File: config.mk
export PLATFORM = sky130hd
export DESIGN_NAME = line_frame_receiver_flat
export DESIGN_NICKNAME = d
export VERILOG_FILES = /design/src/rtl/line_frame_receiver_if.sv /design/src/rtl/line_frame_receiver.sv /design/src/flat_wrapper.sv
export SDC_FILE = /design/constraint.sdc
export NUM_CORES = 1
export LEC_CHECK = 0
export CAP_MARGIN = 20
export CORE_MARGIN = 5
export CORE_UTILIZATION = 35
export DETAILED_ROUTE_END_ITERATION = 16
export PLACE_DENSITY = 0.63
export REMOVE_ABC_BUFFERS = 1
export SYNTH_ARGS = -nofsm -noshare
export SYNTH_HDL_FRONTEND = slang
export SYNTH_SLANG_ARGS = --single-unit
export TNS_END_PERCENT = 10
File: constraint.sdc
create_clock -name clk -period 2.89 [get_ports clk]
set_input_delay 0.4335 -clock clk [delete_from_list [all_inputs] [get_ports clk]]
set_output_delay 0.4335 -clock clk [all_outputs]
set_load 0.01 [all_outputs]
File: src/rtl/line_frame_receiver_if.sv
// rtl/line_frame_receiver_if.sv - word delivery channel between line_frame_receiver and its consumer
//
// One-entry valid/ready word channel.
//   data_o  : received word, receiver -> consumer
//   valid_o : data_o holds an unconsumed word, receiver -> consumer
//   ready_i : consumer accepts the word when valid_o && ready_i, consumer -> receiver
// Modports: master = receiver side, slave = consumer side.
interface line_frame_receiver_if #(
   parameter int DATA_W = 8
);
   logic [DATA_W-1:0] data_o;
   logic              valid_o;
   logic              ready_i;

   modport master (output data_o, output valid_o, input ready_i);
   modport slave  (input data_o, input valid_o, output ready_i);
endinterface

File: src/rtl/line_frame_receiver.sv
// rtl/line_frame_receiver.sv - serial start/data/parity/stop frame receiver with one-entry holding register
//
// Samples line_i once per bit at the bit centre and recovers frames, LSB first.
// Optional feature macro: LINE_RX_PARITY_EN (adds an even-parity bit after the data bits).
//   clk          : clock, rising edge
//   reset        : synchronous, active-high
//   line_i       : serial line, idle high, already in the clk domain
//   rx           : word channel (master modport): data_o, valid_o out, ready_i in
//   frame_err_o  : one-cycle pulse, stop bit sampled low
//   parity_err_o : one-cycle pulse, parity mismatch (constant 0 without parity)
//   overrun_o    : one-cycle pulse, good frame dropped because the holding register was full
//   busy_o       : receiver FSM is not idle
module line_frame_receiver #(
   parameter int DATA_W     = 8,
   parameter int BIT_CYCLES = 4
) (
   input  logic                  clk,
   input  logic                  reset,
   input  logic                  line_i,
   line_frame_receiver_if.master rx,
   output logic                  frame_err_o,
   output logic                  parity_err_o,
   output logic                  overrun_o,
   output logic                  busy_o
);
   localparam int H  = BIT_CYCLES / 2;
   localparam int CW = $clog2(BIT_CYCLES + 1);
   localparam int BW = (DATA_W > 1) ? $clog2(DATA_W) : 1;

   // cyc_cnt holds the number of cycles since the previous sample point
   // (or since the start detection while in START).
   localparam logic [CW-1:0] START_SAMPLE = CW'(H - 1);
   localparam logic [CW-1:0] BIT_SAMPLE   = CW'(BIT_CYCLES);
   localparam logic [BW-1:0] LAST_BIT     = BW'(DATA_W - 1);

   typedef enum logic [2:0] {
      S_IDLE,
      S_START,
      S_DATA,
      S_PARITY,
      S_STOP,
      S_WAIT_HIGH
   } state_t;

   state_t            state;
   logic [CW-1:0]     cyc_cnt;
   logic [BW-1:0]     bit_cnt;
   logic [DATA_W-1:0] shreg;
   logic [DATA_W-1:0] data_q;
   logic              valid_q;
`ifdef LINE_RX_PARITY_EN
   logic              par_bad;
   logic              parity_err_q;
`endif

   always_ff @(posedge clk) begin
      if (reset) begin
         state        <= S_IDLE;
         cyc_cnt      <= '0;
         bit_cnt      <= '0;
         shreg        <= '0;
         data_q       <= '0;
         valid_q      <= 1'b0;
         frame_err_o  <= 1'b0;
         overrun_o    <= 1'b0;
`ifdef LINE_RX_PARITY_EN
         par_bad      <= 1'b0;
         parity_err_q <= 1'b0;
`endif
      end else begin
         frame_err_o <= 1'b0;
         overrun_o   <= 1'b0;
`ifdef LINE_RX_PARITY_EN
         parity_err_q <= 1'b0;
`endif
         // A pop empties the holding register; a load in STOP overrides this.
         if (valid_q && rx.ready_i) begin
            valid_q <= 1'b0;
         end

         case (state)
            S_IDLE: begin
               if (!line_i) begin
                  state   <= S_START;
                  cyc_cnt <= CW'(1);
                  bit_cnt <= '0;
               end
            end

            S_START: begin
               if (cyc_cnt == START_SAMPLE) begin
                  cyc_cnt <= CW'(1);
                  // A line that is high again at mid start bit was a glitch.
                  state   <= line_i ? S_IDLE : S_DATA;
               end else begin
                  cyc_cnt <= cyc_cnt + CW'(1);
               end
            end

            S_DATA: begin
               if (cyc_cnt == BIT_SAMPLE) begin
                  cyc_cnt <= CW'(1);
                  // Shift right so that after DATA_W samples bit k sits at position k.
                  shreg   <= (shreg >> 1) | (DATA_W'(line_i) << (DATA_W - 1));
                  if (bit_cnt == LAST_BIT) begin
`ifdef LINE_RX_PARITY_EN
                     state <= S_PARITY;
`else
                     state <= S_STOP;
`endif
                  end else begin
                     bit_cnt <= bit_cnt + BW'(1);
                  end
               end else begin
                  cyc_cnt <= cyc_cnt + CW'(1);
               end
            end

`ifdef LINE_RX_PARITY_EN
            S_PARITY: begin
               if (cyc_cnt == BIT_SAMPLE) begin
                  cyc_cnt <= CW'(1);
                  // Even parity: data bits plus parity bit must xor to 0.
                  par_bad <= ^{shreg, line_i};
                  state   <= S_STOP;
               end else begin
                  cyc_cnt <= cyc_cnt + CW'(1);
               end
            end
`endif

            S_STOP: begin
               if (cyc_cnt == BIT_SAMPLE) begin
                  if (!line_i) begin
                     frame_err_o <= 1'b1;
                     state       <= S_WAIT_HIGH;
                  end
`ifdef LINE_RX_PARITY_EN
                  else if (par_bad) begin
                     parity_err_q <= 1'b1;
                     state        <= S_IDLE;
                  end
`endif
                  else begin
                     // Free or being popped this cycle: the new word replaces it.
                     if (!valid_q || rx.ready_i) begin
                        data_q  <= shreg;
                        valid_q <= 1'b1;
                     end else begin
                        overrun_o <= 1'b1;
                     end
                     state <= S_IDLE;
                  end
               end else begin
                  cyc_cnt <= cyc_cnt + CW'(1);
               end
            end

            // A held-low line (break) must return high before a new start is accepted.
            S_WAIT_HIGH: begin
               if (line_i) begin
                  state <= S_IDLE;
               end
            end

            default: begin
               state <= S_IDLE;
            end
         endcase
      end
   end

   assign rx.data_o  = data_q;
   assign rx.valid_o = valid_q;
   assign busy_o     = (state != S_IDLE);
`ifdef LINE_RX_PARITY_EN
   assign parity_err_o = parity_err_q;
`else
   assign parity_err_o = 1'b0;
`endif

endmodule

File: src/flat_wrapper.sv
// flat-port wrapper written by rule: the top's interface ports become plain ports
module line_frame_receiver_flat 
#(
   parameter int DATA_W     = 8,
   parameter int BIT_CYCLES = 4
)
  (clk, reset, line_i, frame_err_o, parity_err_o, overrun_o, busy_o, rx_data_o, rx_valid_o, rx_ready_i);
  line_frame_receiver_if #(.DATA_W(DATA_W)) rx_i ();
  input  logic clk;
  input  logic reset;
  input  logic line_i;
  output logic frame_err_o;
  output logic parity_err_o;
  output logic overrun_o;
  output logic busy_o;
  output wire logic [$bits(rx_i.data_o)-1:0] rx_data_o;
  output wire logic [$bits(rx_i.valid_o)-1:0] rx_valid_o;
  input wire logic [$bits(rx_i.ready_i)-1:0] rx_ready_i;
  assign rx_data_o = rx_i.data_o;
  assign rx_valid_o = rx_i.valid_o;
  assign rx_i.ready_i = rx_ready_i;
  line_frame_receiver #(.DATA_W(DATA_W), .BIT_CYCLES(BIT_CYCLES)) u_core (.clk(clk), .reset(reset), .line_i(line_i), .rx(rx_i), .frame_err_o(frame_err_o), .parity_err_o(parity_err_o), .overrun_o(overrun_o), .busy_o(busy_o));
endmodule
Yosys cells after proc, flatten, opt, wreduce, memory -nomap -nowiden
Cells that the tools add are included.
- $add $sub $neg: 2
- equality and inequality tests: 15
- multiplexer cells: 24
- bitwise gates (word level): 4
- reductions and logical operators: 14
- operators with widths (cell ; number):
    2-to-1 mux 3 bit ; 13
    one-hot mux 3 bit (5 select lines) ; 1
    == test 3 bit (second input constant) ; 4
    one-hot mux 3 bit (4 select lines) ; 1
    inequality test 2 x 1 -> 1 bit (second input constant) ; 4
    inequality test 2 bit (second input constant) ; 4
    OR 7 x 8 -> 8 bit ; 1
    AND reduction 4 bit ; 2
    2-to-1 mux 1 bit ; 7
    adder 3 x 1 -> 3 bit (second input constant) ; 2
    == test 3 x 1 -> 1 bit (second input constant) ; 2
    one-hot mux 3 bit (2 select lines) ; 1
    AND reduction 6 bit ; 1
    nonzero test 4 bit ; 1
    OR reduction 4 bit ; 1
    == test 3 x 2 -> 1 bit (second input constant) ; 1
    zero test 3 bit ; 1
    inverter 1 bit ; 3
    AND reduction 3 bit ; 1
    nonzero test 3 bit ; 1
    OR reduction 3 bit ; 1
    2-to-1 mux 2 bit ; 1
    AND reduction 2 bit ; 1
    nonzero test 2 bit ; 1
    other kinds (3) ; 3
- register bits: 28
- input port bits: 4
- output and inout bits: 13
- logic and storage cells: 67

Depth between registers and ports, before layout
Gate-level depths: netlist (run 1).
- depth after elaboration: 6
- gate-level depth with buffers: 8
- gate-level depth less buffers: 7

Worst setup path before layout (run 1)
Ideal clock, no wire load.
- path type: register to register
- start point: register u_core.cyc_cnt[0]
- end point: register u_core.data_q[0] (netlist: u_core.rx.data_o[0])
- library setup time: 0.128 ns
- arrival: 1.594 ns
- required time: 2.762 ns
- path slack: 1.169 ns
- cell stages (with the launch flop): 9
- path buffers: 1
- clock period less this slack: 1.721 ns
- cells stage by stage: dfxtp_1 -> inv_1 -> ha_1 -> nand2_1 -> or4_4 -> nand2b_4 -> buf_6 -> mux2i_1 -> nor2_1
- word-level cells in the longest chain between the ends: 2
- ends and longest elaborated chain (what ; line ; RTL):
    start: declaration ; line_frame_receiver.sv:46 ; logic [CW-1:0] cyc_cnt;
    start signal: assignment ; line_frame_receiver.sv:96 ; cyc_cnt <= cyc_cnt + CW'(1);
    start signal: assignment ; line_frame_receiver.sv:115 ; cyc_cnt <= cyc_cnt + CW'(1);
    start signal: assignment ; line_frame_receiver.sv:155 ; cyc_cnt <= cyc_cnt + CW'(1);
    == test 3 bit ; line_frame_receiver.sv:133 ; if (cyc_cnt == BIT_SAMPLE) begin
    AND reduction 4 bit (no line) ; - ;
    end signal: assignment ; line_frame_receiver.sv:147 ; data_q <= shreg;
    end: declaration ; line_frame_receiver.sv:49 ; logic [DATA_W-1:0] data_q;
No other way between the ends.
A chain may end at the register's enable or synchronous reset.

Worst setup path in the final report (run 1)
- start point: register u_core.cyc_cnt[0]
- end point: register u_core.cyc_cnt[2]
- word-level cells in the longest chain between the ends: 3
- elaborated cells between the ends (all ways): 9
- those cells by class: 1 x add/sub; 3 x eq/ne; 4 x mux; 1 x reduce/logical
- ends and longest elaborated chain (what ; line):
    adder 3 x 1 -> 3 bit, or another cell as far along ; line_frame_receiver.sv:96, line_frame_receiver.sv:115, line_frame_receiver.sv:155
    2-to-1 mux 3 bit, or another cell as far along ; line_frame_receiver.sv:133
    one-hot mux 3 bit (4 select lines) / AND reduction 3 bit (equally long branches) ; -
Several ways; a longest one is shown, not always the timed one. The select of a mux whose other input is x is not followed.

==> results of run 1 <==
## registers in the layout, indices dropped and copies added (netlist names)
register and flops:
u_core.rx.data_o 8, u_core.shreg 8, u_core.bit_cnt 3, u_core.cyc_cnt 3, u_core.state 3, u_core.frame_err_o 1
u_core.overrun_o 1, u_core.rx.valid_o 1
## cells by family (layout without fill, tap and decap cells)
logic type,Yosys count,in the layout,share of synthesized area
other cells,1,1,0.002830
fa+ha+maj,5,5,0.04721
buf+inv,15,25,0.06421
mux,9,9,0.06799
simple gates,56,56,0.2323
flops,28,28,0.4230
compound gates,34,34,0.1624
## per-stage QoR
step / total power [W] / setup slack (ns) / area (sq um)
after global routing: 0.001061 / 0.5804 / 1548
after CTS: 0.001013 / 0.7243 / 1548
after floorplan: 0.0006284 / 1.051 / 1259
after detailed placement: 0.0007063 / 0.6723 / 1476
final: 0.001005 / 0.7375 / 1548
after global placement: 0.0006873 / 0.7882 / 1476
## final timing paths
| kind | slack, ns | depth (start not counted) | to |
|---|---|---|---|
| worst min register to register | 0.47 | 2 | u_core.bit_cnt[1]$_SDFFE_PP0P_ |
| worst max register to register | 0.74 | 7 | u_core.cyc_cnt[2]$_SDFFE_PP0P_ |
| worst max-delay path | 0.74 | 7 | u_core.cyc_cnt[2]$_SDFFE_PP0P_ |
| worst min-delay path | 0.47 | 2 | u_core.bit_cnt[1]$_SDFFE_PP0P_ |
## cells in the final DEF, fill, tap and decap left out, drive strengths merged, types with 2 or more instances in the layout
cell | Yosys | routed
a21oi | 18 | 18
a2bb2oi | 2 | 2
clkbuf | 3 | 3
clkdlybuf4s50 | 0 | 15
dfxtp | 28 | 28
ha | 5 | 5
inv | 5 | 5
mux2i | 9 | 9
nand2 | 18 | 18
nand2b | 4 | 4
nand3 | 2 | 2
nor2 | 11 | 11
nor2b | 4 | 4
nor3 | 3 | 3
nor4b | 2 | 2
o211ai | 2 | 2
o21ai | 8 | 8
or3 | 5 | 5
or3b | 3 | 3
or4b | 2 | 2
## power by group through the flow
stage	registers, W	logic, W	clock network (W)
global route	0.000458	0.000274	0.000330
global placement	0.000454	0.000233	0
finish	0.000450	0.000246	0.000309
floorplan	0.000447	0.000182	0
detailed placement	0.000458	0.000249	0
CTS	0.000449	0.000250	0.000314
## worst max-delay path, cell delays in order (launching register included)
cell	delay (ns)
dfxtp_1	0.38
inv_1	0.09
ha_1	0.22
nand2_1	0.37
a21oi_1	0.15
a2bb2oi_2	0.20
or4b_1	0.52
a31oi_1	0.17
## cell type report
class                           count  area share
Clock inverter                      1     0.01940
Tap cell                           48     0.03880
Clock buffer                        3     0.02668
Timing Repair Buffer               16      0.1019
Multi-Input combinational cell    105      0.4390
Sequential cell                    28      0.3622
Inverter                            5     0.01213
## per-layer routing
layer / vias to the layer above / part of all wire
met2: 25 / 0.49
met4: 0 / 0.029
met3: 8 / 0.055
met1: 467 / 0.43
li1: 530 / -
met5: - / 0
==> results.json, run 1 <==
{
  "synthCells": 148,
  "drv_slew": 0,
  "cts_sinks": 28,
  "min_path_type": "register to register",
  "synth_ff_type": "dfxtp_1",
  "initial_utilization": 0.3619,
  "ys_warn_count": 0,
  "fmax_mhz": 464.6,
  "insertion_delay_ns": 0.28,
  "grtUsageTotal": 0.1081,
  "wl_mm": 2.586,
  "swShare": 0.3001,
  "clock_skew_ns": 0.001703,
  "die_h_microns": 71.53,
  "cp.arrival_ns": 2.36,
  "grt_max_degree": 22,
  "peakVddDrop_mv": 0.5991,
  "intPower_w": 0.0007033,
  "critPathCaptureType": "register",
  "die_area_sq_um": 5117,
  "post-route-period-util": 0.7448,
  "gp_congestion": 0.7875,
  "p_seq_frac": 0.448,
  "r2r_start": "u_core.cyc_cnt[0]$_SDFFE_PP0P_",
  "ys_seq_area_frac": 0.4230,
  "crit_required_ns": 3.10,
  "yosysMostFrequentCell": "dfxtp_1",
  "antenna_found_initial": 0,
  "antenna_cells": 0,
  "ys_ff_latch": 28,
  "cts-resized-gates": 0,
  "postRouteAntennaNets": 0,
  "area_delta_synth_final_pct": 16.81,
  "layout.cells.non_filler": 206,
  "cts.path.max_buffers": 2,
  "nNetsFinal": 168,
  "fill_cells": 366,
  "synth_area_sq_um": 1325,
  "comb_power_share": 0.245,
  "cts_tree": "yes",
  "holdBufCountCts": 0,
  "fin_util": 0.4228,
  "worstMarginPinSlew_ns": 0.5367,
  "drive_above_1_share": 0.08228,
  "dpl.hpwl_mm": 1.933,
  "use_met3": 0.03506,
  "synthTopCellsByArea": "dfxtp_1 (42%), a21oi_1 (6.8%), mux2i_1 (6.8%), nand2_1 (5.1%), ha_1 (4.7%)",
  "max-cap-violations": 0,
  "multi_input_area_sq_um": 679.4,
  "met2_usage": 0.1888,
  "via_count": 1030,
  "p_per_area_nw_per_um2": 649.2,
  "cts_setup_buffers": 0,
  "first_pass_iters": 4,
  "clkSlewWorstSetupHoldPaths_ns": 0.09,
  "min_period_ns": 2.152,
  "pin_count": 17,
  "drt_iter0_markers": 43,
  "final-setup-viol-count": 0,
  "top_usage_layer": "met2",
  "grt_pass1_wl_mm": 4.485,
  "status": "completed",
  "wire_per_inst_microns": 12.55,
  "synth_commonest_cells": "dfxtp_1 (28), a21oi_1 (18), nand2_1 (18)",
  "slew_headroom": 0.6417,
  "syn_area_per_cell_sq_um": 8.953,
  "rows": 22,
  "synth_top_area_frac": 0.4230,
  "synth_area_leader_cell": "dfxtp_1",
  "synthDistinctLibCells": 33,
  "report.final.hold_viol_count": 0,
  "portBuffers": 15,
  "core_sq_um": 3661,
  "cts-root-buf": "clkbuf_8",
  "startpoint": "u_core.cyc_cnt[0]$_SDFFE_PP0P_",
  "p_clk_frac": 0.307,
  "numCtsBuffers": 3,
  "dp_cells": 202,
  "h-tree-depth": 1,
  "crit_type": "register to register",
  "async_flop_share": 0,
  "rsz0062_at_grt": "no",
  "vias_per_cell": 5.000,
  "synth_edf_count": 0,
  "switchingPower_w": 0.0003015,
  "crit_fanout": 14,
  "setup_tns_ns": 0,
  "globalRouteMet1Util": 0.1230,
  "overflow": 0,
  "die_w_microns": 71.53,
  "grt_pass1_vias": 1010,
  "holdWs_ns": 0.4656,
  "drc": 0,
  "regArea_sq_um": 560.5,
  "leakage_nw": 0.5964,
  "critPathLaunchType": "register",
  "min-delay-start": "u_core.bit_cnt[1]$_SDFFE_PP0P_"
}
Power figures use the tool's default switching activity.
==> run 2, diff against run 1 <==
Clock period 2.89 ns to 2.2 ns, I/O delays scaled along.
==> results.json, run 2 (same netlist as run 1, synthesis figures left out) <==
{
  "post-route-period-util": 0.9243,
  "dpl.hpwl_mm": 1.964,
  "peakVddDrop_mv": 0.3492,
  "initial_utilization": 0.3619,
  "worst-path-buf-inv": 2,
  "setup_ws_ns": 0.1665,
  "pin_count": 17,
  "crit_fanout": 10,
  "gp_congestion": 0.8267,
  "crit_chain": "buf_4 > or3_1 > clkdlybuf4s50_1",
  "first_pass_iters": 4,
  "crit_required_ns": 1.87,
  "slowest_delay_ns": 0.48,
  "overflow": 0,
  "drive_above_1_share": 0.09938,
  "max-cap-violations": 0,
  "fin_util": 0.4323,
  "leakage_nw": 0.6147,
  "crit_type": "register to output pin",
  "layout.cells.most_common": "dfxtp_1",
  "drc": 0,
  "antenna_cells": 0,
  "postRouteAntennaNets": 0,
  "cts-root-buf": "clkbuf_8",
  "dpl_cell_area_sq_um": 1511,
  "insertion_delay_ns": 0.27,
  "drt_iter0_markers": 34,
  "die_w_microns": 71.53,
  "min_period_ns": 2.033,
  "preCtsSetupSlack_ns": 0.09963,
  "cts_tree": "yes",
  "cts_sinks": 28,
  "cts_setup_buffers": 0,
  "rows": 22,
  "layout_common_cells": "dfxtp_1 (28), nand2_1 (18), a21oi_1 (18)",
  "vias_per_cell": 5.010,
  "holdBufCountCts": 0,
  "core_sq_um": 3661,
  "grt_max_degree": 22,
  "grt_pass1_wl_mm": 4.450,
  "area_delta_synth_final_pct": 19.45,
  "die_h_microns": 71.53,
  "fmax_mhz": 491.8,
  "clkSlewWorstSetupHoldPaths_ns": 0.10,
  "grt_pass1_vias": 998,
  "critPathLaunchType": "register",
  "final-setup-viol-count": 0,
  "min_path_type": "register to register",
  "critPathSlowestCell": "clkdlybuf4s50_1",
  "wl_mm": 2.611,
  "p_per_area_nw_per_um2": 837.9,
  "nNetsFinal": 171,
  "report.final.hold_viol_count": 0,
  "portBuffers": 15,
  "cpLargestDelayFamily": "buffers and inverters",
  "h-tree-depth": 1,
  "drv_slew": 0,
  "status": "completed",
  "die_area_sq_um": 5117,
  "cts-resized-gates": 0,
  "cp.arrival_ns": 1.70,
  "fin_area_sq_um": 1583,
  "rsz0062_at_grt": "no",
  "numCtsBuffers": 3,
  "critPathCaptureType": "output pin",
  "clock_skew_ns": 0.006134,
  "cts.path.max_buffers": 2,
  "grtUsageTotal": 0.1065,
  "antenna_found_initial": 0,
  "setup_tns_ns": 0,
  "wire_per_inst_microns": 12.49,
  "via_count": 1047
}
## run 2: final timing paths
path / start / endpoint / slack [ns] / cells past startpoint
worst min-delay path: u_core.bit_cnt[1]$_SDFFE_PP0P_ / u_core.bit_cnt[1]$_SDFFE_PP0P_ / 0.47 / 2
worst max register to register: u_core.state[0]$_SDFFE_PP0P_ / u_core.state[0]$_SDFFE_PP0P_ / 0.26 / 5
worst min register to register: u_core.bit_cnt[1]$_SDFFE_PP0P_ / u_core.bit_cnt[1]$_SDFFE_PP0P_ / 0.47 / 2
worst max-delay path: u_core.state[1]$_SDFFE_PP0P_ / busy_o / 0.17 / 3
## run 2: stage by stage
stage                     std cells  hold WS [ns]  total power, W
after floorplan                 138        0.3991       0.0008254
after global placement          205        0.4426       0.0009161
after detailed placement        205        0.4506       0.0009356
after CTS                       209        0.4661        0.001334
after global routing            209        0.4775        0.001400
final                           209        0.4667        0.001326
## run 2: power by group
group	internal, W	switching (W)	total [W]	leakage, nW
Sequential	0.000532	0.0000556	0.000587	0.226
Combinational	0.000157	0.000180	0.000337	0.353
Clock	0.000244	0.000158	0.000402	0.0357
Total	0.000933	0.000394	0.00133	0.615
## run 2: final cells by class
type	count	area (sq um)
timing repair buffer	19	192.7
inverter	5	18.77
tap	48	60.06
fill	346	2078
clock buffer	3	41.29
multi-input combinational	105	679.4
sequential	28	560.5
clock inverter	1	30.03
## run 2: worst register-to-register path, cell delays in order (launching register included)
cell	delay, ns
dfxtp_1	0.62
or3b_1	0.33
a2bb2oi_2	0.18
o211ai_2	0.15
or4b_1	0.49
a21oi_1	0.12
## run 2: metal layers
layer  vias up  track usage  routed length (microns)
met5         -            0                        0
met1       491       0.1327                     1188
met3         4      0.02104                       88
met4         0      0.03758                       15
li1        539            -                        -
met2        13       0.1816                     1318
